===== src/rtl/nano_boot_loader_if.sv =====
// Bus bundle for nano_boot_loader: byte-stream input, CPU-side bus in,
// memory-side bus out, plus CPU reset and status flags.
interface nano_boot_loader_if;
    // Byte stream
    logic        in_valid;
    logic [7:0]  in_data;
    logic        in_ready;
    // CPU side
    logic        cpu_rst;
    logic [7:0]  cpu_address;
    logic [15:0] cpu_dataW;
    logic        cpu_we;
    logic        cpu_ce;
    // Memory side
    logic [7:0]  mem_address;
    logic [15:0] mem_dataW;
    logic        mem_we;
    logic        mem_ce;
    // Status
    logic        loaded;
    logic        error;

    // Loader side
    modport master (
        input  in_valid, in_data, cpu_address, cpu_dataW, cpu_we, cpu_ce,
        output in_ready, cpu_rst, mem_address, mem_dataW, mem_we, mem_ce, loaded, error
    );

    // Environment side (stream source, CPU, memory)
    modport slave (
        output in_valid, in_data, cpu_address, cpu_dataW, cpu_we, cpu_ce,
        input  in_ready, cpu_rst, mem_address, mem_dataW, mem_we, mem_ce, loaded, error
    );
endinterface


===== src/rtl/nano_boot_loader.sv =====
// Program loader for NanoCPU: receives a framed program (count, 16-bit words,
// XOR checksum) over a byte stream, writes it to memory while holding the CPU
// in reset, then either releases the CPU as a bus pass-through or latches an error.
module nano_boot_loader #(
    parameter logic [7:0] BASE_ADDR = 8'h00
) (
    input logic               ck,
    input logic               rst,
    nano_boot_loader_if.master bus
);

    localparam logic [2:0] StCount = 3'd0;
    localparam logic [2:0] StHi    = 3'd1;
    localparam logic [2:0] StLo    = 3'd2;
    localparam logic [2:0] StWrite = 3'd3;
    localparam logic [2:0] StChk   = 3'd4;
    localparam logic [2:0] StRun   = 3'd5;
    localparam logic [2:0] StErr   = 3'd6;

    logic [2:0]  r_state;
    logic [8:0]  r_cnt;   // word count, 9 bits so that a count byte of 0 means 256
    logic [7:0]  r_ptr;
    logic [7:0]  r_chk;
    logic [15:0] r_word;

    logic        w_in_ready;
    logic        w_accept;
    logic [8:0]  w_ptr_inc;
    logic [7:0]  w_addr;
    logic        w_cpu_rst;
    logic        w_loaded;
    logic        w_error;
    logic [7:0]  w_mem_address;
    logic [15:0] w_mem_dataW;
    logic        w_mem_we;
    logic        w_mem_ce;

    assign w_accept  = bus.in_valid && w_in_ready;
    assign w_ptr_inc = {1'b0, r_ptr} + 9'd1;
    assign w_addr    = BASE_ADDR + r_ptr;

    // Frame parser: state, count, pointer, running checksum and word buffer
    always_ff @(posedge ck) begin
        if (rst) begin
            r_state <= StCount;
            r_cnt   <= 9'd0;
            r_ptr   <= 8'd0;
            r_chk   <= 8'd0;
            r_word  <= 16'd0;
        end else begin
            case (r_state)
                StCount: begin
                    if (w_accept) begin
                        r_cnt   <= (bus.in_data == 8'd0) ? 9'd256 : {1'b0, bus.in_data};
                        r_ptr   <= 8'd0;
                        r_chk   <= 8'd0;
                        r_state <= StHi;
                    end
                end
                StHi: begin
                    if (w_accept) begin
                        r_word[15:8] <= bus.in_data;
                        r_chk        <= r_chk ^ bus.in_data;
                        r_state      <= StLo;
                    end
                end
                StLo: begin
                    if (w_accept) begin
                        r_word[7:0] <= bus.in_data;
                        r_chk       <= r_chk ^ bus.in_data;
                        r_state     <= StWrite;
                    end
                end
                StWrite: begin
                    r_ptr   <= r_ptr + 8'd1;
                    r_state <= (w_ptr_inc == r_cnt) ? StChk : StHi;
                end
                StChk: begin
                    if (w_accept) begin
                        r_state <= (bus.in_data == r_chk) ? StRun : StErr;
                    end
                end
                default: begin
                    // StRun and StErr are terminal until rst
                    r_state <= r_state;
                end
            endcase
        end
    end

    // Outputs decoded from state only; memory bus muxed to the CPU in RUN
    always_comb begin
        w_in_ready    = 1'b0;
        w_cpu_rst     = 1'b1;
        w_loaded      = 1'b0;
        w_error       = 1'b0;
        w_mem_address = w_addr;
        w_mem_dataW   = r_word;
        w_mem_we      = 1'b0;
        w_mem_ce      = 1'b0;
        case (r_state)
            StCount, StHi, StLo, StChk: begin
                w_in_ready = 1'b1;
            end
            StWrite: begin
                w_mem_we = 1'b1;
                w_mem_ce = 1'b1;
            end
            StRun: begin
                w_cpu_rst     = 1'b0;
                w_loaded      = 1'b1;
                w_mem_address = bus.cpu_address;
                w_mem_dataW   = bus.cpu_dataW;
                w_mem_we      = bus.cpu_we;
                w_mem_ce      = bus.cpu_ce;
            end
            StErr: begin
                w_error = 1'b1;
            end
            default: begin
                w_in_ready = 1'b0;
            end
        endcase
    end

    assign bus.in_ready    = w_in_ready;
    assign bus.cpu_rst     = w_cpu_rst;
    assign bus.loaded      = w_loaded;
    assign bus.error       = w_error;
    assign bus.mem_address = w_mem_address;
    assign bus.mem_dataW   = w_mem_dataW;
    assign bus.mem_we      = w_mem_we;
    assign bus.mem_ce      = w_mem_ce;

endmodule


===== src/flat_wrapper.sv =====
// flat-port wrapper written by rule: the top's interface ports become plain ports
module nano_boot_loader_flat 
#(
    parameter logic [7:0] BASE_ADDR = 8'h00
)
  (ck, rst, bus_in_valid, bus_in_data, bus_cpu_address, bus_cpu_dataW, bus_cpu_we, bus_cpu_ce, bus_in_ready, bus_cpu_rst, bus_mem_address, bus_mem_dataW, bus_mem_we, bus_mem_ce, bus_loaded, bus_error);
  nano_boot_loader_if bus_i ();
  input logic ck;
  input logic rst;
  input wire logic [$bits(bus_i.in_valid)-1:0] bus_in_valid;
  input wire logic [$bits(bus_i.in_data)-1:0] bus_in_data;
  input wire logic [$bits(bus_i.cpu_address)-1:0] bus_cpu_address;
  input wire logic [$bits(bus_i.cpu_dataW)-1:0] bus_cpu_dataW;
  input wire logic [$bits(bus_i.cpu_we)-1:0] bus_cpu_we;
  input wire logic [$bits(bus_i.cpu_ce)-1:0] bus_cpu_ce;
  output wire logic [$bits(bus_i.in_ready)-1:0] bus_in_ready;
  output wire logic [$bits(bus_i.cpu_rst)-1:0] bus_cpu_rst;
  output wire logic [$bits(bus_i.mem_address)-1:0] bus_mem_address;
  output wire logic [$bits(bus_i.mem_dataW)-1:0] bus_mem_dataW;
  output wire logic [$bits(bus_i.mem_we)-1:0] bus_mem_we;
  output wire logic [$bits(bus_i.mem_ce)-1:0] bus_mem_ce;
  output wire logic [$bits(bus_i.loaded)-1:0] bus_loaded;
  output wire logic [$bits(bus_i.error)-1:0] bus_error;
  assign bus_i.in_valid = bus_in_valid;
  assign bus_i.in_data = bus_in_data;
  assign bus_i.cpu_address = bus_cpu_address;
  assign bus_i.cpu_dataW = bus_cpu_dataW;
  assign bus_i.cpu_we = bus_cpu_we;
  assign bus_i.cpu_ce = bus_cpu_ce;
  assign bus_in_ready = bus_i.in_ready;
  assign bus_cpu_rst = bus_i.cpu_rst;
  assign bus_mem_address = bus_i.mem_address;
  assign bus_mem_dataW = bus_i.mem_dataW;
  assign bus_mem_we = bus_i.mem_we;
  assign bus_mem_ce = bus_i.mem_ce;
  assign bus_loaded = bus_i.loaded;
  assign bus_error = bus_i.error;
  nano_boot_loader #(.BASE_ADDR(BASE_ADDR)) u_core (.ck(ck), .rst(rst), .bus(bus_i));
endmodule

===== config.mk =====
export PLATFORM = sky130hd
export DESIGN_NAME = nano_boot_loader_flat
export DESIGN_NICKNAME = d
export VERILOG_FILES = /design/src/rtl/nano_boot_loader_if.sv /design/src/rtl/nano_boot_loader.sv /design/src/flat_wrapper.sv
export SDC_FILE = /design/constraint.sdc
export NUM_CORES = 1
export LEC_CHECK = 0
export BUFFER_PORTS_ARGS = -buffer_cell sky130_fd_sc_hd__buf_2
export CORE_UTILIZATION = 37
export DETAILED_ROUTE_END_ITERATION = 6
export PLACE_DENSITY = 0.6
export SYNTH_ARGS = -nofsm -noshare
export SYNTH_HDL_FRONTEND = slang
export SYNTH_SLANG_ARGS = --single-unit

===== constraint.sdc =====
create_clock -name ck -period 5.4 [get_ports ck]
set_input_delay 0.54 -clock ck [delete_from_list [all_inputs] [get_ports ck]]
set_output_delay 0.54 -clock ck [all_outputs]
set_load 0.01 [all_outputs]

==> reports/metrics.csv <==
stage,metric,value,unit
outcome,status,finished clean,
clock_tree,clock_latency,0.30,ns
die,dieWidth,83.1,um
die,die_y,83.1,um
timing,fin_ws,2.44,ns
global_route,grt_pass1_wl,11000,um
layout,multi_input_comb_area,0.00146,mm^2
die,num_rows,29,
synthesis,async_reset_ff_share,0,%
clock_tree,numCtsBuffers,5,
global_route,grt_max_degree,46,
placement,numPortBuffers,66,
drt,first_pass_iters,4,
clock_tree,clockBufferDepth,2,
power_and_ir_drop,clock_power_share,44.1,%
drt,drc,0,
power_and_ir_drop,p_sw_share,23.1,%
clock_tree,cts.sinks,44,
synthesis,synth.distinct_cells,39,
die,io-pin-count,67,
timing,tightest_slew,0.872,ns
power_and_ir_drop,peakVddDrop,0.164,mV
synthesis,yosysWarnings,0,
synthesis,syn_nets,399,
timing,period_share,54.9,%
clock_tree,cts_resized,0,
clock_tree,tritoncts,yes,
timing,tns,0,ns
layout,diodes,0,
timing,hold_viol,0,
timing,setup_viol,0,
drt,wl_per_cell,12.8,um
placement,dp_hpwl,4400,um
clock_tree,h-tree-depth,2,
drt,drt_wl_total,6310,um
worst_setup_path,critPathArrivalTime,2.42,ns
drt,viasPerCell,5.02,
layout,drive_gt1_share,19.5,%
worst_setup_path,crit_type,flop to output port,
placement,gp_congestion,0.813,
synthesis,yosysSeqAreaShare,36.2,%
synthesis,avgSynthCellArea,6.75,um^2
layout,fill_cells,642,
layout,postLayoutCoreUtil,46.5,%
timing,relSlewSlack,41.8,%
layout,areaGrowthSynthToFinish,21.2,%
synthesis,synth_flop_cell,dfxtp_1,
clock_tree,ctsHoldBuffers,0,
clock_tree,ctsRootBufferMaster,clkbuf_8,
drt,drtIter0Drc,144,
worst_setup_path,required,4.86,ns
die,core_area,0.00635,mm^2
global_route,grt_antenna_before_repair,0,
placement,post-place-ws,2.78,ns
clock_tree,path_clk_slew,0.08,ns
worst_setup_path,cp-start-kind,flop,
synthesis,synth_enable_flop_cells,0,
layout,nets,453,
timing,slew_violations,0,
global_route,grt_pass1_vias,2315,
power_and_ir_drop,power_switching,0.182,mW
power_and_ir_drop,p_seq_share,44.1,%
job,maxCapViolations,0,
global_route,grt_use_total,19.4,%
synthesis,synth_cells,361,
power_and_ir_drop,totalPowerFinal,0.787,mW
timing,skew,0.00729,ns
power_and_ir_drop,p_int,0.605,mW
power_and_ir_drop,pwr-share-comb,11.8,%
clock_tree,cts_setup_buffers,0,
timing,min_period,2.96,ns
worst_hold_path,hold_path.class,flop to flop,
drt,vias,2476,
timing,rsz0062_at_grt,no,
synthesis,synth_seq_cells,44,
power_and_ir_drop,power_density,267,mW/mm^2
power_and_ir_drop,power_leakage,1.31,nW
die,start_util,38.4,%
synthesis,netlist_area,0.00244,mm^2
die,dieArea,0.00691,mm^2
worst_setup_path,worstPathMaxFanout,27,
drt,drtAntennaViolNets,0,
layout,regArea,881,um^2
timing,max_freq,337,MHz
worst_setup_path,end_kind,output port,
global_route,overflow,0,
==> flip-flops by register name, summed over array words and instances (netlist names) <==
| register | flops |
|---|---|
| u_core.r_ptr | 8 |
| u_core.r_state | 3 |
| u_core.r_cnt | 9 |
| u_core.r_chk | 8 |
| u_core.r_word | 16 |
==> logic make-up after synthesis <==
group / count (synthesis) / synth area share [%]
flops: 44 / 36.2
buf+inv: 26 / 4.11
fa+ha+maj: 1 / 0.514
compound gates: 72 / 16.5
xor+xnor: 17 / 6.42
simple gates: 201 / 36.3
==> worst max-delay path, cell delays in order, from the launching register on <==
cell and delay, ns:
dfxtp_1 0.55, nor2b_1 0.14, nand2_1 0.10, buf_4 0.27, clkinv_1 0.61, nand2_1 0.25, nand2_1 0.07, buf_2 0.14
==> metrics by stage <==
stage          std cells  area (um^2)  hold slack (ns)
2_1_floorplan        361         2440            0.437
3_3_place_gp         485         2790            0.445
3_5_place_dp         485         2790            0.447
4_1_cts              493         2950            0.460
5_1_grt              493         2950            0.481
6_report             493         2950            0.459
==> layout by cell type, fill, tap and decap left out, types with 4 or more instances in the layout <==
master / n
nand2_1: 139
buf_2: 66
dfxtp_1: 44
a21oi_1: 39
nor2_1: 20
o21ai_0: 17
nor2b_1: 8
xnor2_1: 8
xor2_1: 8
nand3b_1: 6
inv_1: 5
a22oi_1: 5
clkbuf_8: 5
nand3_1: 4
and2_1: 4
==> cell usage after synthesis, types with 2 or more instances <==
| cell | instances | area share (%) |
|---|---|---|
| or3_1 | 2 | 0.51 |
| nor2_1 | 20 | 3.1 |
| nor3_1 | 3 | 0.62 |
| nand4_1 | 3 | 0.77 |
| nand2_1 | 139 | 21 |
| buf_2 | 2 | 0.41 |
| xnor2_1 | 8 | 2.9 |
| nand3_1 | 4 | 0.82 |
| a21oi_1 | 39 | 8.0 |
| clkbuf_1 | 17 | 2.6 |
| and2_1 | 4 | 1.0 |
| nand3b_1 | 6 | 1.8 |
| o21ai_1 | 3 | 0.62 |
| xor2_1 | 8 | 2.9 |
| nand2b_1 | 3 | 0.77 |
| nor4_1 | 3 | 0.77 |
| nor2b_1 | 8 | 2.1 |
| o21ai_0 | 17 | 3.5 |
| dfxtp_1 | 44 | 36 |
| a22oi_1 | 5 | 1.5 |
| inv_1 | 5 | 0.77 |
==> metal layers <==
metal | up-vias | GRT usage, % | part of all wire [%]
met5 | - | 0 | 0
met4 | 0 | 4.86 | 1.0
met3 | 6 | 3.08 | 5.0
met2 | 63 | 30.8 | 45
met1 | 1113 | 27.3 | 49
li1 | 1294 | - | -
==> final timing paths <==
check                           slack, ns  cells after the start                      startpoint                        endpoint
worst max-delay path                 2.44                      7  u_core.r_state[1]$_SDFFE_PP0P_               bus_mem_dataW[15]
worst min-delay path                 0.46                      2  u_core.r_word[14]$_SDFFE_PP0P_  u_core.r_word[14]$_SDFFE_PP0P_
worst max register to register       3.04                      7    u_core.r_ptr[0]$_SDFFE_PP0P_  u_core.r_state[2]$_SDFFE_PP0P_
worst min register to register       0.46                      2  u_core.r_word[14]$_SDFFE_PP0P_  u_core.r_word[14]$_SDFFE_PP0P_
==> area by class of cell <==
cell class / count / area share [%]
multi-input combinational: 291 / 49.3
sequential: 44 / 29.8
timing repair buffer: 67 / 11.4
tap: 77 / 3.26
clock inverter: 3 / 3.05
clock buffer: 5 / 2.33
inverter: 6 / 0.763
==> power groups by stage <==
stage / Sequential (mW) / Clock (mW) / Combinational (mW)
floorplan: 0.350 / 0 / 0.0629
global route: 0.349 / 0.366 / 0.105
detailed placement: 0.355 / 0 / 0.0930
CTS: 0.347 / 0.355 / 0.0937
global placement: 0.354 / 0 / 0.0924
finish: 0.347 / 0.347 / 0.0930
Note: power is estimated with default switching activity, not from simulation.
